[config.mk]
export PLATFORM = sky130hd
export DESIGN_NAME = async_fifo_wr_arb
export DESIGN_NICKNAME = d
export VERILOG_FILES = /design/src/rtl/async_fifo_wr_arb.sv
export SDC_FILE = /design/constraint.sdc
export NUM_CORES = 1
export LEC_CHECK = 0
export ABC_AREA = 1
export BUFFER_PORTS_ARGS = -buffer_cell sky130_fd_sc_hd__buf_2
export CORE_MARGIN = 8
export CORE_UTILIZATION = 49
export CTS_BUF_LIST = sky130_fd_sc_hd__clkbuf_16
export CTS_CLUSTER_SIZE = 30
export DETAILED_ROUTE_END_ITERATION = 10
export MAX_ROUTING_LAYER = met4
export PLACE_DENSITY = 0.84
export SYNTH_ARGS = -nofsm -noshare
export SYNTH_HDL_FRONTEND = slang
export SYNTH_SLANG_ARGS = --single-unit
[constraint.sdc]
create_clock -name wclk -period 4.5 [get_ports wclk]
set_input_delay 0.9 -clock wclk [delete_from_list [all_inputs] [get_ports wclk]]
set_output_delay 0.9 -clock wclk [all_outputs]
set_load 0.005 [all_outputs]
[src/rtl/async_fifo_wr_arb.sv]
// Round-robin arbiter sharing one FIFO write port among NREQ requesters.
// The grant is held for a whole message, and each beat is tagged with its source ID.
module async_fifo_wr_arb #(
    parameter int NREQ   = 4,
    parameter int SRCW   = 2,
    parameter int DSIZE  = 8,
    parameter int MAXLEN = 16
) (
    input  logic                    wclk,
    input  logic                    wrst,
    input  logic [NREQ-1:0]         req_valid,
    input  logic [NREQ*DSIZE-1:0]   req_data,
    input  logic [NREQ-1:0]         req_last,
    output logic [NREQ-1:0]         req_ready,
    output logic                    fifo_winc,
    output logic [SRCW+DSIZE-1:0]   fifo_wdata,
    input  logic                    fifo_wfull,
    input  logic                    fifo_awfull,
    output logic                    busy,
    output logic [SRCW-1:0]         grant_id,
    output logic                    err_len
);

    localparam int CW = $clog2(MAXLEN + 1);
    localparam int IW = (NREQ > 1) ? $clog2(NREQ) : 1;

    typedef enum logic {IDLE, LOCK} state_t;

    state_t          state;
    logic [SRCW-1:0] rr_ptr;
    logic [SRCW-1:0] owner;
    logic [CW-1:0]   beat_cnt;

    logic [NREQ-1:0]  own_sel;
    logic             own_valid;
    logic             own_last;
    logic [DSIZE-1:0] own_data;
    logic [SRCW-1:0]  winner;
    logic [IW-1:0]    pos;
    logic             found;
    logic             accept;
    logic             at_max;
    logic             release_msg;

    genvar gi;
    generate
        for (gi = 0; gi < NREQ; gi++) begin : g_sel
            assign own_sel[gi] = (owner == SRCW'(gi));
        end
    endgenerate

    always_comb begin
        own_valid = 1'b0;
        own_last  = 1'b0;
        own_data  = '0;
        for (int i = 0; i < NREQ; i++) begin
            if (own_sel[i]) begin
                own_valid = req_valid[i];
                own_last  = req_last[i];
                own_data  = req_data[i*DSIZE +: DSIZE];
            end
        end
    end

    // First valid requester at or after rr_ptr, wrapping modulo NREQ.
    always_comb begin
        winner = '0;
        found  = 1'b0;
        pos    = '0;
        for (int k = 0; k < NREQ; k++) begin
            pos = IW'((int'(rr_ptr) + k) % NREQ);
            if (!found && req_valid[pos]) begin
                found  = 1'b1;
                winner = SRCW'(pos);
            end
        end
    end

    assign accept      = (state == LOCK) && own_valid && !fifo_wfull;
    assign at_max      = (beat_cnt == CW'(MAXLEN - 1));
    assign release_msg = accept && (own_last || at_max);

    assign req_ready  = ((state == LOCK) && !fifo_wfull) ? own_sel : '0;
    assign fifo_winc  = accept;
    assign fifo_wdata = {owner, own_data};
    assign busy       = (state == LOCK);
    assign grant_id   = owner;

    always_ff @(posedge wclk or posedge wrst) begin
        if (wrst) begin
            state    <= IDLE;
            rr_ptr   <= '0;
            owner    <= '0;
            beat_cnt <= '0;
            err_len  <= 1'b0;
        end else begin
            case (state)
                IDLE: begin
                    if (found && !fifo_awfull && !fifo_wfull) begin
                        owner    <= winner;
                        beat_cnt <= '0;
                        state    <= LOCK;
                    end
                end
                LOCK: begin
                    if (accept) begin
                        beat_cnt <= beat_cnt + CW'(1);
                    end
                    if (release_msg) begin
                        state  <= IDLE;
                        rr_ptr <= (owner == SRCW'(NREQ - 1)) ? '0 : owner + SRCW'(1);
                        // Forced release: the tail is re-arbitrated as a fresh message.
                        if (!own_last) begin
                            err_len <= 1'b1;
                        end
                    end
                end
                default: state <= IDLE;
            endcase
        end
    end

endmodule

==> run metrics, run 1 <==
top cell type by total area after synthesis=nand2_1; largest net degree at the start of global routing=21; Synth top cells by count=nand2_1, inv_1, o21ai_0; run status=completed; relative slew slack=0.606; PwrDens=608 mW/mm^2; Sink Count=11; DR WL/cell=approximately 12 um; die height=66.2 um; Layout area overhead=30.4%; GRT overflow=0; Final Hold Fails=0; Via-to-Cell Ratio=4.94; Detailed Route WL=approximately 3.7 mm; hold_sp=err_len; reg2reg setup slack=~2.4 ns; Pins Over Slew Limit=0; Worst-path clk slew=0.04 ns; Crit Path Class=reg2out; Worst-Skew Late Latency=between 0.2 and 0.25 ns; HPWL after detailed placement=a little under 3 mm; Syn Area/Cell=5.99 um^2; sequential area share after synthesis=0.223; Startpoint Class=register; worst-path fanout max=20; minimum clock period=slightly below 3 ns; Leakage=about 0.92 nW; Placer Congestion=just under 0.9; WP depth=5; asr flop ratio synth=1.00; Total Routing Usage GR=0.175; Clock Tree Buf Depth=2; Num CTS Buffers=3; initial antenna violation count=0; post-synth net total=around 260; flops & latches, synth=11; Pwr Total=around 0.98 mW; endpoints failing setup=0; critical path arrival=~2.0 ns; EDFF count, synth=0; max_cap viols=0; Final Net Count=around 320; Yosys cell types=27; io pins=63; worst hold path class=reg2reg; # hold bufs at CTS=0; FMAX=between 0.3 and 0.4 GHz; CP bufs+invs=2; root buf cell=clkbuf_16; cell total after placement=between 200 and 300; worst r2r dst=beat_cnt[2]; core area=~0.0024 mm^2; number of setup buffers added after CTS=0; FP Rows=18; DR iter-0 viols=around 100; synthesized cell area=between 0.001 and 0.0015 mm^2; Main synth FF type=dfrtp_1; CTS tree=done; RSZ-0062 raised after global routing=false; Synth warnings=0; peak supply drop=~0.00049 V; Setup TNS=0 ns; Max H-tree Level=1; Worst Reg-to-Reg Cells=8; CP Capture Type=output port; drt drc=0; first-pass GRT wire length=approximately 5.9 mm; CP Launch Point=grant_id[0]; Yosys top cell area share=0.231; vias in the first global route=about 1,300; fin cells=around 290; TritonRoute pass-1 iters=4; # diodes=0; worst-case clock skew=around 0.0005 ns; layout cells sized above 1=0.307; IO buf count=62; CP top delay family=adder cells; critical path endpoint=fifo_winc; die width=approximately 66 um; Vias=1,451; Initial Utilization=0.507; # resized after CTS=0; part of the cycle the worst path needs=0.644; Syn Inst Count=206; top cells by area, synth=nand2_1, dfrtp_1, o21ai_0, nand3_1, inv_1; cell with the most instances after synthesis=nand2_1; reg2reg start=grant_id[0]; critical-path cell list=ha_1 > inv_1 > o21ai_0 > a21oi_4 > buf_2; CP peak stage delay=~0.57 ns; total die area=between 0.004 and 0.005 mm^2; post-route antenna net violation count=0; Crit path required time=between 3 and 4 ns; Slew @ Worst Pin=around 0.6 ns; Critical-path top delay cell=ha_1
[registers in the layout, summed over array words and instances, names as in the netlist]
register,count
beat_cnt,5
rr_ptr,2
err_len,1
busy,1
grant_id,2
[worst register-to-register path: cells and delay by family (launching register included)]
kind | cells | cell delay, ns
buffers and inverters | 2 | 0.30
AOI/OAI and AO/OA | 2 | 0.46
and+or+nand+nor | 3 | 0.19
DFF | 1 | 0.43
adders and majority gates | 1 | 0.57
[cells in the final DEF, fill, tap and decap left out, types with 6 or more instances in the layout]
cell type,synthesis,final
dfrtp_1,11,11
a21oi_1,10,10
buf_2,2,62
inv_1,21,22
nor2_1,12,12
nand3_1,17,17
nand2_2,6,6
nand2_1,76,76
o21ai_0,21,21
ha_1,6,6
[layer usage]
metal	vias up	GRT usage	part of all wire
li1	775	-	-
met5	-	-	0
met2	39	0.311	0.51
met3	9	0.0373	0.065
met4	0	0.0747	0.020
met1	628	0.180	0.40
[worst min path at each step]
stage	to	slack (ns)	depth (start not counted)
2_1_floorplan	err_len	0.46	2
3_3_place_gp	err_len	0.45	2
3_5_place_dp	err_len	0.47	2
4_1_cts	err_len	0.48	2
5_1_grt	err_len	0.51	2
6_report	err_len	0.47	2
[per-stage QoR]
stage	utilization	hold WS, ns	cell area [um^2]	worst slack (ns)
final	0.662	0.472	1610	1.60
after global routing	0.662	0.513	1610	1.47
after CTS	0.662	0.481	1610	1.60
after detailed placement	0.629	0.466	1530	1.86
after global placement	0.629	0.446	1530	1.93
after floorplan	-	0.457	1230	2.26
[kinds of logic after synthesis]
kind of cell / Yosys count / share of synthesized area
AND/OR/NAND/NOR: 120 / 0.433
flip-flops: 11 / 0.223
XOR/XNOR: 1 / 0.00710
AO/OA/AOI/OAI: 36 / 0.161
adder cells (fa/ha/maj): 6 / 0.0609
buffers and inverters: 32 / 0.115
[power breakdown]
| group | leakage (nW) | switching (mW) | internal (mW) | total, mW |
|---|---|---|---|---|
| logic | 0.743 | 0.387 | 0.245 | 0.631 |
| clock network | 0.0423 | 0.0449 | 0.117 | 0.162 |
| registers | 0.138 | 0.0535 | 0.132 | 0.185 |
| total | 0.923 | 0.485 | 0.493 | 0.978 |
[final cells by class]
type	count	area (um^2)
multi-input combinational	163	817
inverter	24	90.1
sequential	11	275
timing repair buffer	62	310
clock inverter	1	3.75
tap	30	37.5
fill	238	823
clock buffer	3	75.1
Note: power is estimated with default switching activity, not from simulation.
==> run 2: changes to the inputs <==
CORE_ASPECT_RATIO = 0.5   (was not set)
CORE_UTILIZATION = 41   (was 49)
PLACE_DENSITY = 0.75   (was 0.84)
clock period = 2.5 ns   (was 4.5 ns; I/O delays follow)
==> run 2 against run 1 <==
Effect of this change: global-route usage down 2.5 points; clock-buffer cell count unchanged; first-iteration DRC count down 18%; via count up 0.83%; critical path type unchanged; critical endpoint unchanged; largest cell class unchanged; largest power group unchanged.
==> run metrics, run 2 (same netlist as run 1, synthesis figures left out) <==
max FFs per register=5; IO buf count=62; critical-path cell list=inv_1 > ha_1 > inv_2 > nand2_1 > a21oi_4 > buf_2; register bank with the most flops=beat_cnt; Placer Congestion=0.837; CP peak stage delay=about 0.46 ns; Final Hold Fails=0; Sink Count=11; Total Routing Usage GR=0.150; Final Net Count=319; first-pass GRT wire length=between 6 and 7 mm; Pins Over Slew Limit=0; most common cell after layout, fill and taps aside=nand2_1; Initial Utilization=0.419; Critical-path top delay cell=dfrtp_1; worst r2r dst=rr_ptr[0]; TritonRoute pass-1 iters=6; worst-path fanout max=12; reg2reg setup slack=0.65 ns; CP bufs+invs=3; endpoints failing setup=0; largest net degree at the start of global routing=19; Setup TNS=0 ns; Non-Filler Cell Area, Final=0.00165 mm^2; Layout area overhead=34.0%; Crit path required time=around 2.0 ns; CTS tree=done; Worst Reg-to-Reg Cells=8; PwrDens=approximately 1100 mW/mm^2; DR iter-0 viols=84; CP top delay family=flip-flops; Crit Path Class=reg2out; Num CTS Buffers=3; WHS=0.248 ns; die width=between 90 and 100 um; part of the cycle the worst path needs=0.926; Leakage=about 0.94 nW; Worst-Skew Late Latency=about 0.23 ns; drt drc=0; CP Capture Type=output port; max_cap viols=0; worst hold path class=in2async; vias in the first global route=approximately 1,400; most frequent cells in the layout=nand2_1, buf_2, inv_1, o21ai_0, nand3_1; post-route antenna net violation count=0; worst-case clock skew=about 0.0010 ns; Startpoint Class=register; HPWL after detailed placement=about 3 mm; FMAX=~0.43 GHz; Vias=between 1,000 and 1,500; Detailed Route WL=around 3.7 mm; Max H-tree Level=1; RSZ-0062 raised after global routing=false; layout cells sized above 1=0.325; minimum clock period=about 2.3 ns; # hold bufs at CTS=0; GRT overflow=0; peak supply drop=0.000430 V; root buf cell=clkbuf_16; Clock Tree Buf Depth=2; critical path arrival=roughly 1.8 ns; total die area=between 0.005 and 0.006 mm^2; DP Area=roughly 0.0016 mm^2; FP Rows=14; Via-to-Cell Ratio=4.75; run status=completed; Worst-path clk slew=roughly 0.040 ns; io pins=63; Pwr Total=about 1.8 mW; initial antenna violation count=0; DR WL/cell=~12 um; # diodes=0; die height=between 50 and 60 um; relative slew slack=0.722; reg2reg start=grant_id[0]; core area=around 0.0029 mm^2; Slew @ Worst Pin=just over 0.4 ns
run 2: power by group:
part / internal, mW / leakage, nW / switching [mW]
Combinational: 0.481 / 0.758 / 0.711
Clock: 0.210 / 0.0423 / 0.0746
Sequential: 0.237 / 0.138 / 0.101
run 2: worst max path at each step:
stage | endpoint | startpoint | slack, ns | cells after the start
3_5_place_dp | fifo_winc | grant_id[1] | 0.28 | 8
3_3_place_gp | fifo_winc | grant_id[1] | 0.36 | 8
6_report | fifo_winc | grant_id[0] | 0.19 | 6
4_1_cts | fifo_winc | grant_id[1] | 0.02 | 8
2_1_floorplan | fifo_wdata[0] | grant_id[0] | 0.66 | 7
5_1_grt | fifo_winc | grant_id[0] | 0.04 | 9
run 2: timing repair:
action                                 CTS  global route
gates resized for setup                  0             2
setup endpoints to repair                0             8
buffers inserted                         0             2
endpoints found under the hold margin    0             0
run 2: final cells by class:
class / count / area (um^2)
sequential: 11 / 275
inverter: 24 / 90.1
tap: 40 / 50.0
clock inverter: 1 / 3.75
timing repair buffer: 65 / 333
multi-input combinational: 164 / 826
fill: 313 / 1290
clock buffer: 3 / 75.1
run 2: layer usage:
metal | vias to the layer above | wire length [um] | track usage
li1 | 778 | - | -
met1 | 629 | 1700 | 0.180
met2 | 56 | 1620 | 0.259
met3 | 0 | 401 | 0.0328
met4 | 0 | 0 | 0.0286
met5 | - | 0 | -
run 2: per-stage QoR:
stage / instances / setup slack (ns) / util
floorplan: 206 / 0.658 / -
global placement: 301 / 0.356 / 0.527
detailed placement: 301 / 0.279 / 0.527
CTS: 305 / 0.0230 / 0.554
global route: 308 / 0.0388 / 0.562
finish: 308 / 0.186 / 0.562
